`config.mk`:
```
export PLATFORM = sky130hd
export DESIGN_NAME = axi4_read_burst_master
export DESIGN_NICKNAME = d
export VERILOG_FILES = /design/src/rtl/axi4_read_burst_master.sv
export SDC_FILE = /design/constraint.sdc
export NUM_CORES = 1
export LEC_CHECK = 0
export BUFFER_PORTS_ARGS = -buffer_cell sky130_fd_sc_hd__buf_2
export CAP_MARGIN = 15
export CORE_MARGIN = 4
export CORE_UTILIZATION = 40
export DETAILED_ROUTE_END_ITERATION = 8
export PLACE_DENSITY = 0.67
export SLEW_MARGIN = 10
export SYNTH_ARGS = -nofsm -noshare
export SYNTH_HDL_FRONTEND = slang
export SYNTH_SLANG_ARGS = --single-unit
```
`constraint.sdc`:
```
create_clock -name clk -period 8.8 [get_ports clk]
set_clock_uncertainty 0.2 [all_clocks]
set_input_delay 1.32 -clock clk [delete_from_list [all_inputs] [get_ports clk]]
set_output_delay 1.32 -clock clk [all_outputs]
set_load 0.03 [all_outputs]
```
`src/rtl/axi4_read_burst_master.sv`:
```
// AXI4 read master: splits one linear read request into INCR bursts that
// respect a maximum burst length and never cross a 4 KiB boundary, and
// forwards the returned beats on a valid/ready stream with an end marker.
module axi4_read_burst_master #(
    parameter int                  DATA_WIDTH    = 32,
    parameter int                  ADDR_WIDTH    = 32,
    parameter int                  ID_WIDTH      = 1,
    parameter int                  CNT_WIDTH     = 16,
    parameter int                  MAX_BURST_LEN = 256,
    parameter logic [ID_WIDTH-1:0] ID_VALUE      = '0
) (
    input  logic                  clk,
    input  logic                  rst_n,

    input  logic                  req_valid,
    output logic                  req_ready,
    input  logic [ADDR_WIDTH-1:0] req_addr,
    input  logic [CNT_WIDTH-1:0]  req_beats_m1,
    input  logic [3:0]            req_cache,
    input  logic [2:0]            req_prot,
    input  logic [3:0]            req_qos,

    output logic [ID_WIDTH-1:0]   m_axi_arid,
    output logic [ADDR_WIDTH-1:0] m_axi_araddr,
    output logic [7:0]            m_axi_arlen,
    output logic [2:0]            m_axi_arsize,
    output logic [1:0]            m_axi_arburst,
    output logic                  m_axi_arlock,
    output logic [3:0]            m_axi_arcache,
    output logic [2:0]            m_axi_arprot,
    output logic [3:0]            m_axi_arqos,
    output logic [3:0]            m_axi_arregion,
    output logic                  m_axi_arvalid,
    input  logic                  m_axi_arready,

    input  logic [ID_WIDTH-1:0]   m_axi_rid,
    input  logic [DATA_WIDTH-1:0] m_axi_rdata,
    input  logic [1:0]            m_axi_rresp,
    input  logic                  m_axi_rlast,
    input  logic                  m_axi_rvalid,
    output logic                  m_axi_rready,

    output logic [DATA_WIDTH-1:0] dout_data,
    output logic                  dout_valid,
    input  logic                  dout_ready,
    output logic                  dout_last,

    output logic                  done,
    output logic [1:0]            err_resp,
    output logic                  err_rlast
);

    localparam int SIZE = $clog2(DATA_WIDTH / 8);
    // Remaining-beat counters must hold 2^CNT_WIDTH and also the 4 KiB distance.
    localparam int RW   = (CNT_WIDTH + 1 > 13) ? CNT_WIDTH + 1 : 13;
    localparam logic [ADDR_WIDTH-1:0] ALIGN_MASK =
        ~((ADDR_WIDTH'(1) << SIZE) - ADDR_WIDTH'(1));

    typedef enum logic { IDLE,      BUSY      } top_state_t;
    typedef enum logic { ADDR_IDLE, ADDR_BUSY } addr_state_t;
    typedef enum logic { DATA_IDLE, DATA_BUSY } data_state_t;

    top_state_t  state,      state_next;
    addr_state_t addr_state, addr_next;
    data_state_t data_state, data_next;

    logic [ADDR_WIDTH-1:0] cur_addr;
    logic [RW-1:0]         ar_remaining;
    logic [3:0]            ar_cache;
    logic [2:0]            ar_prot;
    logic [3:0]            ar_qos;

    logic [ADDR_WIDTH-1:0] data_addr;
    logic [RW-1:0]         data_remaining;
    logic [8:0]            beat_cnt;
    logic [8:0]            burst_len;

    logic                  done_q;
    logic [1:0]            err_resp_q;
    logic                  err_rlast_q;

    logic                  req_fire, ar_fire, r_fire;
    logic                  ar_on, burst_end, final_beat;
    logic [8:0]            ar_beats;
    logic [RW-1:0]         start_beats;
    logic [ADDR_WIDTH-1:0] start_addr, next_data_addr;
    logic                  unused_rid;

    // Beats in the next burst: bounded by what is left, the burst cap and the 4 KiB page.
    function automatic logic [8:0] calc_beats(input logic [11:0] addr_lo,
                                              input logic [RW-1:0] remaining);
        logic [RW-1:0] to_boundary;
        logic [RW-1:0] lim;
        to_boundary = RW'((13'd4096 - {1'b0, addr_lo}) >> SIZE);
        lim = remaining;
        if (RW'(MAX_BURST_LEN) < lim) lim = RW'(MAX_BURST_LEN);
        if (to_boundary < lim) lim = to_boundary;
        return lim[8:0];
    endfunction

    assign unused_rid     = ^m_axi_rid;

    assign start_addr     = req_addr & ALIGN_MASK;
    assign start_beats    = RW'(req_beats_m1) + RW'(1);
    assign req_fire       = req_valid && req_ready;
    assign ar_beats       = calc_beats(cur_addr[11:0], ar_remaining);
    assign ar_fire        = m_axi_arvalid && m_axi_arready;
    assign r_fire         = m_axi_rvalid && m_axi_rready;
    assign burst_end      = (beat_cnt == burst_len - 9'd1);
    assign final_beat     = (data_remaining == RW'(1));
    assign next_data_addr = data_addr + (ADDR_WIDTH'(burst_len) << SIZE);
    assign ar_on          = (addr_state == ADDR_BUSY);

    // Handshake flags and the zero-latency R-to-stream path; AR payload reads zero while idle.
    always_comb begin
        req_ready      = (state == IDLE);
        m_axi_arvalid  = ar_on;
        m_axi_arid     = ar_on ? ID_VALUE : '0;
        m_axi_araddr   = ar_on ? cur_addr : '0;
        m_axi_arlen    = ar_on ? 8'(ar_beats - 9'd1) : 8'd0;
        m_axi_arsize   = ar_on ? 3'(SIZE) : 3'd0;
        m_axi_arburst  = ar_on ? 2'b01 : 2'b00;
        m_axi_arlock   = 1'b0;
        m_axi_arcache  = ar_on ? ar_cache : 4'd0;
        m_axi_arprot   = ar_on ? ar_prot : 3'd0;
        m_axi_arqos    = ar_on ? ar_qos : 4'd0;
        m_axi_arregion = 4'd0;
        m_axi_rready   = dout_ready && (data_state == DATA_BUSY);
        dout_valid     = m_axi_rvalid && (data_state == DATA_BUSY);
        dout_data      = m_axi_rdata;
        dout_last      = (data_state == DATA_BUSY) && final_beat;
        done           = done_q;
        err_resp       = err_resp_q;
        err_rlast      = err_rlast_q;
    end

    // State registers for the top, address-side and data-side FSMs.
    always_ff @(posedge clk) begin
        if (!rst_n) begin
            state      <= IDLE;
            addr_state <= ADDR_IDLE;
            data_state <= DATA_IDLE;
        end else begin
            state      <= state_next;
            addr_state <= addr_next;
            data_state <= data_next;
        end
    end

    // Next-state logic: request acceptance starts both sides, each side ends on its own.
    always_comb begin
        state_next = state;
        addr_next  = addr_state;
        data_next  = data_state;
        case (state)
            IDLE:    if (req_fire) state_next = BUSY;
            BUSY:    if (r_fire && final_beat) state_next = IDLE;
            default: state_next = IDLE;
        endcase
        case (addr_state)
            ADDR_IDLE: if (req_fire) addr_next = ADDR_BUSY;
            ADDR_BUSY: if (ar_fire && (ar_remaining == RW'(ar_beats))) addr_next = ADDR_IDLE;
            default:   addr_next = ADDR_IDLE;
        endcase
        case (data_state)
            DATA_IDLE: if (req_fire) data_next = DATA_BUSY;
            DATA_BUSY: if (r_fire && final_beat) data_next = DATA_IDLE;
            default:   data_next = DATA_IDLE;
        endcase
    end

    // Address side: walk the request one burst per AR handshake.
    always_ff @(posedge clk) begin
        if (!rst_n) begin
            cur_addr     <= '0;
            ar_remaining <= '0;
            ar_cache     <= '0;
            ar_prot      <= '0;
            ar_qos       <= '0;
        end else if (req_fire) begin
            cur_addr     <= start_addr;
            ar_remaining <= start_beats;
            ar_cache     <= req_cache;
            ar_prot      <= req_prot;
            ar_qos       <= req_qos;
        end else if (ar_fire) begin
            cur_addr     <= cur_addr + (ADDR_WIDTH'(ar_beats) << SIZE);
            ar_remaining <= ar_remaining - RW'(ar_beats);
        end
    end

    // Data side: re-derive burst lengths for rlast checking, track errors and the final beat.
    always_ff @(posedge clk) begin
        if (!rst_n) begin
            data_addr      <= '0;
            data_remaining <= '0;
            beat_cnt       <= '0;
            burst_len      <= '0;
            done_q         <= 1'b0;
            err_resp_q     <= 2'b00;
            err_rlast_q    <= 1'b0;
        end else begin
            done_q <= 1'b0;
            if (req_fire) begin
                data_addr      <= start_addr;
                data_remaining <= start_beats;
                beat_cnt       <= '0;
                burst_len      <= calc_beats(start_addr[11:0], start_beats);
                err_resp_q     <= 2'b00;
                err_rlast_q    <= 1'b0;
            end else if (r_fire) begin
                data_remaining <= data_remaining - RW'(1);
                if (m_axi_rlast != burst_end) err_rlast_q <= 1'b1;
                if ((err_resp_q == 2'b00) && (m_axi_rresp != 2'b00)) err_resp_q <= m_axi_rresp;
                if (burst_end) begin
                    beat_cnt  <= '0;
                    data_addr <= next_data_addr;
                    burst_len <= calc_beats(next_data_addr[11:0], data_remaining - RW'(1));
                end else begin
                    beat_cnt  <= beat_cnt + 9'd1;
                end
                if (final_beat) done_q <= 1'b1;
            end
        end
    end

endmodule

```
==> summary.txt, run 1 <==
STA
  – Fin. max-slew vios: 0
  – Final setup viols: 0
  – Crit share post-route: 78.8%
  – Worst slew pin tran: 1.14 ns
  – RSZ-0062 raised after global routing: false
  – Total negative slack: 0 ns
  – Hold Violations, Final: 0
  – Max Freq: 144 MHz
  – Headroom to the max-slew limit: 23.6%
  – Crit path time final: 6.94 ns
  – Crit path setup slack, layout: 1.86 ns

Global routing
  – Antenna violations before repair: 0
  – Global-route wire length before repair: 45.7 mm
  – Largest net degree at the start of global routing: 71
  – Vias in the first global route: 8772
  – Gr usage total: 21.2%
  – Gr ovfl total: 0

Synthesis
  – Mapped cell area: 9470 µm²
  – Post-synthesis sequential area ratio: 23.3%
  – Synthesis Warnings: 0
  – Synth cell types: 80
  – Async S/R FF share, synth: 0%
  – Gate Count Post-Synth: 1271
  – Count of state elements after synthesis: 110
  – Syn_area_per_cell: 7.45 µm²
  – EDFF count, synth: 0
  – Top FF cell, synth: dfxtp_1

Worst setup path
  – CP max stage delay: 0.56 ns
  – R2R depth: 27
  – Worst EP required: 7.28 ns
  – R2r endpoint: ar_remaining[16]
  – CP startpoint: cur_addr[2]
  – Worst setup EP type: output pin
  – CP max-delay cell: xor2_1
  – Setup CP Type: reg -> out
  – Reg2reg start: cur_addr[2]
  – FF-to-FF setup slack: 2.04 ns
  – Cell Chain, Critical Path: inv_1, ha_1, nor3b_1, xor2_1, inv_1, ha_1, nand2_1, nor4_1, a22oi_1, buf_4, nand2_1, nor2_1, a31oi_1, ha_1, nand2_1, or3_1, a21boi_0, buf_2
  – Arrival time worst endpoint: 5.42 ns
  – Worst Path Max Fanout: 14
  – Crit path launch type: register

Run status
  – Status: finished clean

Floorplan
  – Starting Density: 40.5%
  – IO Pins: 204
  – Die ar.: 26200 µm²
  – Std-Cell Rows: 56
  – Core Footprint: 23400 µm²
  – Die width: 162 µm
  – Die Span Y: 162 µm

Route
  – Initial DRC Count: 578
  – Vias: 9252
  – Post-route ant nets: 0
  – # DRC: 0
  – Pre-antenna DRT Iters: 5
  – Vias per cell: 5.59
  – Total routed wirelength: 28.4 mm
  – Post-DR wirelength/cell: 17.2 µm

Power
  – Combinational power share: 48.1%
  – Power Dens Cells: 195 nW/µm²
  – Clock network fraction of total power: 22.7%
  – P_int: 1.14 mW
  – Net Switching: 0.897 mW
  – Sw Share: 44.1%
  – Sequential power share: 29.2%
  – Largest vdd supply drop: 0.000106 V
  – Leak Pwr: 4.24 nW

Cells and area
  – Share of layout cells above drive strength 1: 13.6%
  – Post-layout util: 44.5%
  – Nets: 1492
  – Layout filler cell count: 2396
  – Most frequent cells in the layout: buf_2 (125), nand2_1 (123), dfxtp_1 (110), a21oi_1 (104), nor2_1 (98)
  – Multi-input gate area: 6560 µm²
  – Area grow syn2layout: 10.1%
  – Most common cell after layout, fill and taps aside: buf_2
  – FF+latch area: 2200 µm²
  – # diodes: 0

Hold path
  – HP Class: reg -> reg
  – Hold Crit Start: ar_prot[1]
  – WHS Path Cells: 2
  – Hold worst-path end: ar_prot[1]

Clocking
  – Root Buffer: clkbuf_16
  – Post-cts hold buffer count: 0
  – Setup bufs post-CTS: 0
  – Later-pin clock latency in the skew report: 0.38 ns
  – Htree depth: 3
  – Clk buf depth: 2
  – Post-CTS resize count: 0
  – CTS tree: built
  – Clock-pin slew on the worst setup and hold paths: 0.08 ns
  – CTS sink cnt: 110
  – Num CTS Buffers: 9

Placement
  – Gpl congestion: 0.970
  – Dpl ws: 2.32 ns
  – PortBufs: 125
  – Hpwl dp: 21.6 mm

Flow run
  – Max-cap viol count: 0
==> cells in the mapped netlist, drive strengths merged, types with 16 or more instances <==
cell type	count	area, µm²
nand2	124	465
clkbuf	46	173
a21oi	106	546
ha	58	726
mux2i	25	250
nand3	29	145
nor3	43	225
and2	63	397
buf	54	377
xnor2	90	788
nor2	99	374
xor2	43	377
dfxtp	110	2200
inv	57	214
a31oi	21	131
o21ai	80	408
and3	16	100
==> layer usage <==
layer / vias to the layer above / wire length [µm] / global-route usage [%]
met1: 4332 / 12500 / 27.8
met2: 355 / 13100 / 34.7
met3: 56 / 1940 / 3.96
met5: - / 0 / 0
li1: 4509 / - / -
met4: 0 / 903 / 8.15
==> cells by family after synthesis <==
| logic type | Yosys count | share of synthesized area (%) |
|---|---|---|
| and+or+nand+nor | 473 | 25.0 |
| AOI/OAI and AO/OA | 310 | 20.5 |
| buffers and inverters | 157 | 8.06 |
| xor gates and xnor gates | 133 | 12.3 |
| DFF | 110 | 23.3 |
| adders and majority gates | 60 | 7.98 |
| muxes | 26 | 2.76 |
| other | 2 | 0.0793 |
==> worst max path at each step <==
stage | endpoint | cells after the start
after floorplan | m_axi_arlen[6] | 17
final | m_axi_arlen[6] | 18
after CTS | m_axi_arlen[6] | 18
after global placement | ar_remaining[14] | 27
after detailed placement | ar_remaining[12] | 27
after global routing | m_axi_arlen[6] | 18
==> cell type report <==
class	instances	share of cell area, %
Multi-Input combinational cell	1019	63.0
Sequential cell	110	21.1
Tap cell	319	3.83
Clock buffer	9	2.16
Inverter	57	2.05
Clock inverter	7	1.06
Timing Repair Buffer	135	6.80
==> registers in the layout, indices dropped and copies added (netlist names), 2 cells and up <==
name,cells
ar_cache,4
ar_prot,3
ar_qos,4
ar_remaining,17
beat_cnt,9
burst_len,9
cur_addr,30
data_addr,10
data_remaining,17
err_resp,2
==> power groups by stage <==
stage                     clock [mW]  combinational [mW]  sequential, mW
after CTS                      0.474               0.964           0.592
after global placement             0               0.943           0.602
after detailed placement           0               0.956           0.603
after global routing           0.488                1.08           0.600
final                          0.462               0.977           0.593
after floorplan                    0               0.772           0.580
==> stage by stage <==
stage,hold slack (ns),power (mW),instances,area [µm²]
final,0.252,2.03,1656,10400
after global routing,0.281,2.17,1656,10400
after CTS,0.255,2.03,1655,10400
after detailed placement,0.243,1.56,1639,10100
after global placement,0.238,1.55,1639,10100
after floorplan,0.232,1.35,1286,9520
==> critical path: cells and delay by family (launching register included) <==
kind	cells	cell delay (ns)
fa+ha+maj	3	0.98
simple gates	7	1.62
xor+xnor	1	0.56
compound gates	3	0.75
flops	1	0.40
buf+inv	4	0.72
Power figures use the tool's default switching activity.
==> inputs of run 2 (changes only) <==
- clock period: 8.8 -> 6.6 ns (I/O delays scaled with it)
==> run 2 against run 1 <==
Against the previous run:
- routed wire length fell by 0.21%
- sequential share of layout area fell by 0.21 points
- clock power rose by 25%
- via count fell by 1.3%
- utilization rose by 0.44 points
- count of clock-buffer cells in the layout did not move
- first-iteration DRC count rose by 15%
- power rose by 33%
- design area rose by 1.0%
- hold slack improved by 0.00097 ns
- setup slack got worse by 1.6 ns
- critical endpoint unchanged
- largest power group unchanged
==> summary.txt, run 2 (synthesized netlist as in run 1, its figures left out) <==
Run status
  – Status: finished clean

Cells and area
  – Nets: 1506 (+0.94%)
  – Largest registers: cur_addr (30), ar_remaining (17), data_remaining (17)
  – Share of layout cells above drive strength 1: 14.7% (+1.1 points)
  – Most frequent cells in the layout: buf_2 (125), nand2_1 (123), dfxtp_1 (110), a21oi_1 (104), nor2_1 (98)
  – Post-layout util: 45.0% (+0.44 points)
  – Number of flip-flops in the largest register: 30 (unchanged)
  – Area grow syn2layout: 11.2%
  – Most common cell after layout, fill and taps aside: buf_2
  – Layout filler cell count: 2404 (+0.33%)
  – Reg with most FFs: cur_addr
  – Design area: 10500 µm² (+1.0%)
  – # diodes: 0 (unchanged)

Worst setup path
  – Cell Chain, Critical Path: or4_1, o21ai_2, and2_1, nand2_1, ha_1, nand3_1, nor4_1, a22oi_2, nand2_1, nor2_1, a31oi_1, ha_1, nand2_1, or3_1, a21boi_0, buf_2
  – CP max stage delay: 0.55 ns (about the same)
  – CP delay by family, top: simple AND/OR/NAND/NOR gates
  – Crit path launch type: register
  – Worst EP required: 5.41 ns (-1.87 ns)
  – Arrival time worst endpoint: 5.10 ns (-0.32 ns)
  – Setup CP Type: reg -> out
  – CP startpoint: ar_remaining[1]
  – Most frequent cell on the critical path: nand2_1
  – Worst Path Max Fanout: 12 (-2)
  – CP max-delay cell: or4_1
  – Reg2reg start: ar_remaining[1]
  – CP Buf/Inv Count: 1 (-3)
  – Worst setup EP type: output pin

Route
  – Vias per cell: 5.47 (-2.2%)
  – Post-route ant nets: 0 (unchanged)
  – Total routed wirelength: 28.4 mm (-0.21%)
  – Vias: 9128 (-1.3%)
  – # DRC: 0 (unchanged)
  – Pre-antenna DRT Iters: 6 (+1)
  – Initial DRC Count: 662 (+15%)
  – Post-DR wirelength/cell: 17.0 µm (-1.1%)

Global routing
  – Largest net degree at the start of global routing: 78 (+9.9%)
  – Global-route wire length before repair: 45.7 mm (about the same)
  – Gr usage total: 21.3% (+0.043 points)
  – Gr ovfl total: 0 (unchanged)
  – Antenna violations before repair: 0 (unchanged)
  – Vias in the first global route: 8806 (+0.39%)
  – Met1 GRT Util: 27.7% (-0.16 points)
  – Met2 Use GR: 35.3% (+0.53 points)
  – GR peak layer: met2
  – Met3 Use GR: 4.16% (+0.20 points)

Clocking
  – Clk buf depth: 2 (unchanged)
  – CTS sink cnt: 110 (unchanged)
  – Later-pin clock latency in the skew report: 0.36 ns (-0.02 ns)
  – Post-cts hold buffer count: 0 (unchanged)
  – Num CTS Buffers: 9 (unchanged)
  – Clock-pin slew on the worst setup and hold paths: 0.08 ns (about the same)
  – Htree depth: 3 (unchanged)
  – CTS tree: built
  – Root Buffer: clkbuf_16

STA
  – Crit path time final: 6.29 ns
  – Final setup viols: 0 (unchanged)
  – Max Freq: 159 MHz
  – Hold slack: 0.253 ns (+0.000972 ns)
  – Crit path setup slack, layout: 0.306 ns (-1.56 ns)
  – Crit share post-route: 95.4%
  – Headroom to the max-slew limit: 25.3% (+1.7 points)
  – Fin. max-slew vios: 0 (unchanged)
  – Worst slew pin tran: 1.12 ns (-0.0258 ns)
  – Hold Violations, Final: 0 (unchanged)

Placement
  – Hpwl dp: 22.0 mm (+1.7%)
  – Dpl ws: 0.121 ns (-2.20 ns)
  – Placed inst area: 10200 µm² (+0.97%)
  – Gpl congestion: 0.946 (-2.4%)
  – PortBufs: 125 (unchanged)

Floorplan
  – Die ar.: 26200 µm² (unchanged)
  – Std-Cell Rows: 56 (unchanged)
  – Starting Density: 40.5% (unchanged)
  – Die width: 162 µm (unchanged)
  – Die Span Y: 162 µm (unchanged)
  – Core Footprint: 23400 µm² (unchanged)
  – IO Pins: 204 (unchanged)

Power
  – Power Dens Cells: 257 nW/µm² (+32%)
  – Power Total: 2.70 mW (+33%)
  – Leak Pwr: 4.31 nW (+1.6%)
  – Largest vdd supply drop: 0.000140 V (+32%)

Flow run
  – Max-cap viol count: 0 (unchanged)

Hold path
  – HP Class: reg -> reg
  – Hold Crit Start: ar_cache[0]
[run 2: power breakdown]
group / internal, mW / switching, mW / total (mW)
sequential: 0.716 / 0.0640 / 0.780
combinational: 0.516 / 0.831 / 1.35
clock: 0.301 / 0.276 / 0.577
[run 2: final timing paths]
check              endpoint  slack (ns)  depth (start not counted)
max          m_axi_arlen[6]        0.31                         16
min             ar_cache[0]        0.25                          2
max reg2reg    cur_addr[17]        0.37                         24
min reg2reg     ar_cache[0]        0.25                          2
[run 2: repair_timing]
action	CTS	global route
setup endpoints to repair	0	33
resized for setup	0	4
setup buffers	0	1
[run 2: area by class of cell]
| class | instances | area, µm² | share of cell area (%) |
|---|---|---|---|
| multi-input combinational | 1019 | 6580 | 62.5 |
| sequential | 110 | 2200 | 20.9 |
| timing repair buffer | 149 | 826 | 7.85 |
| tap | 319 | 399 | 3.79 |
| clock buffer | 9 | 225 | 2.14 |
| inverter | 57 | 214 | 2.03 |
| clock inverter | 7 | 83.8 | 0.796 |
[run 2: per-stage QoR]
stage	std cells	setup TNS, ns
final	1670	0
after global routing	1670	-0.0535
after CTS	1668	0
after detailed placement	1652	0
after global placement	1652	0
after floorplan	1286	0
[run 2: worst min-delay path, delay by kind of cell (launching register included)]
kind | cells | cell delay, ns
DFF | 1 | 0.31
AOI/OAI and AO/OA | 1 | 0.05
and+or+nand+nor | 1 | 0.05
[run 2: per-layer routing]
metal  up-vias  part of all wire, %  wire length [µm]
li1       4537                    -                 -
met1      4234                   44             12500
met2       294                   46             13000
met3        63                  6.9              1950
met4         0                  3.3               928
met5         -                    0                 0
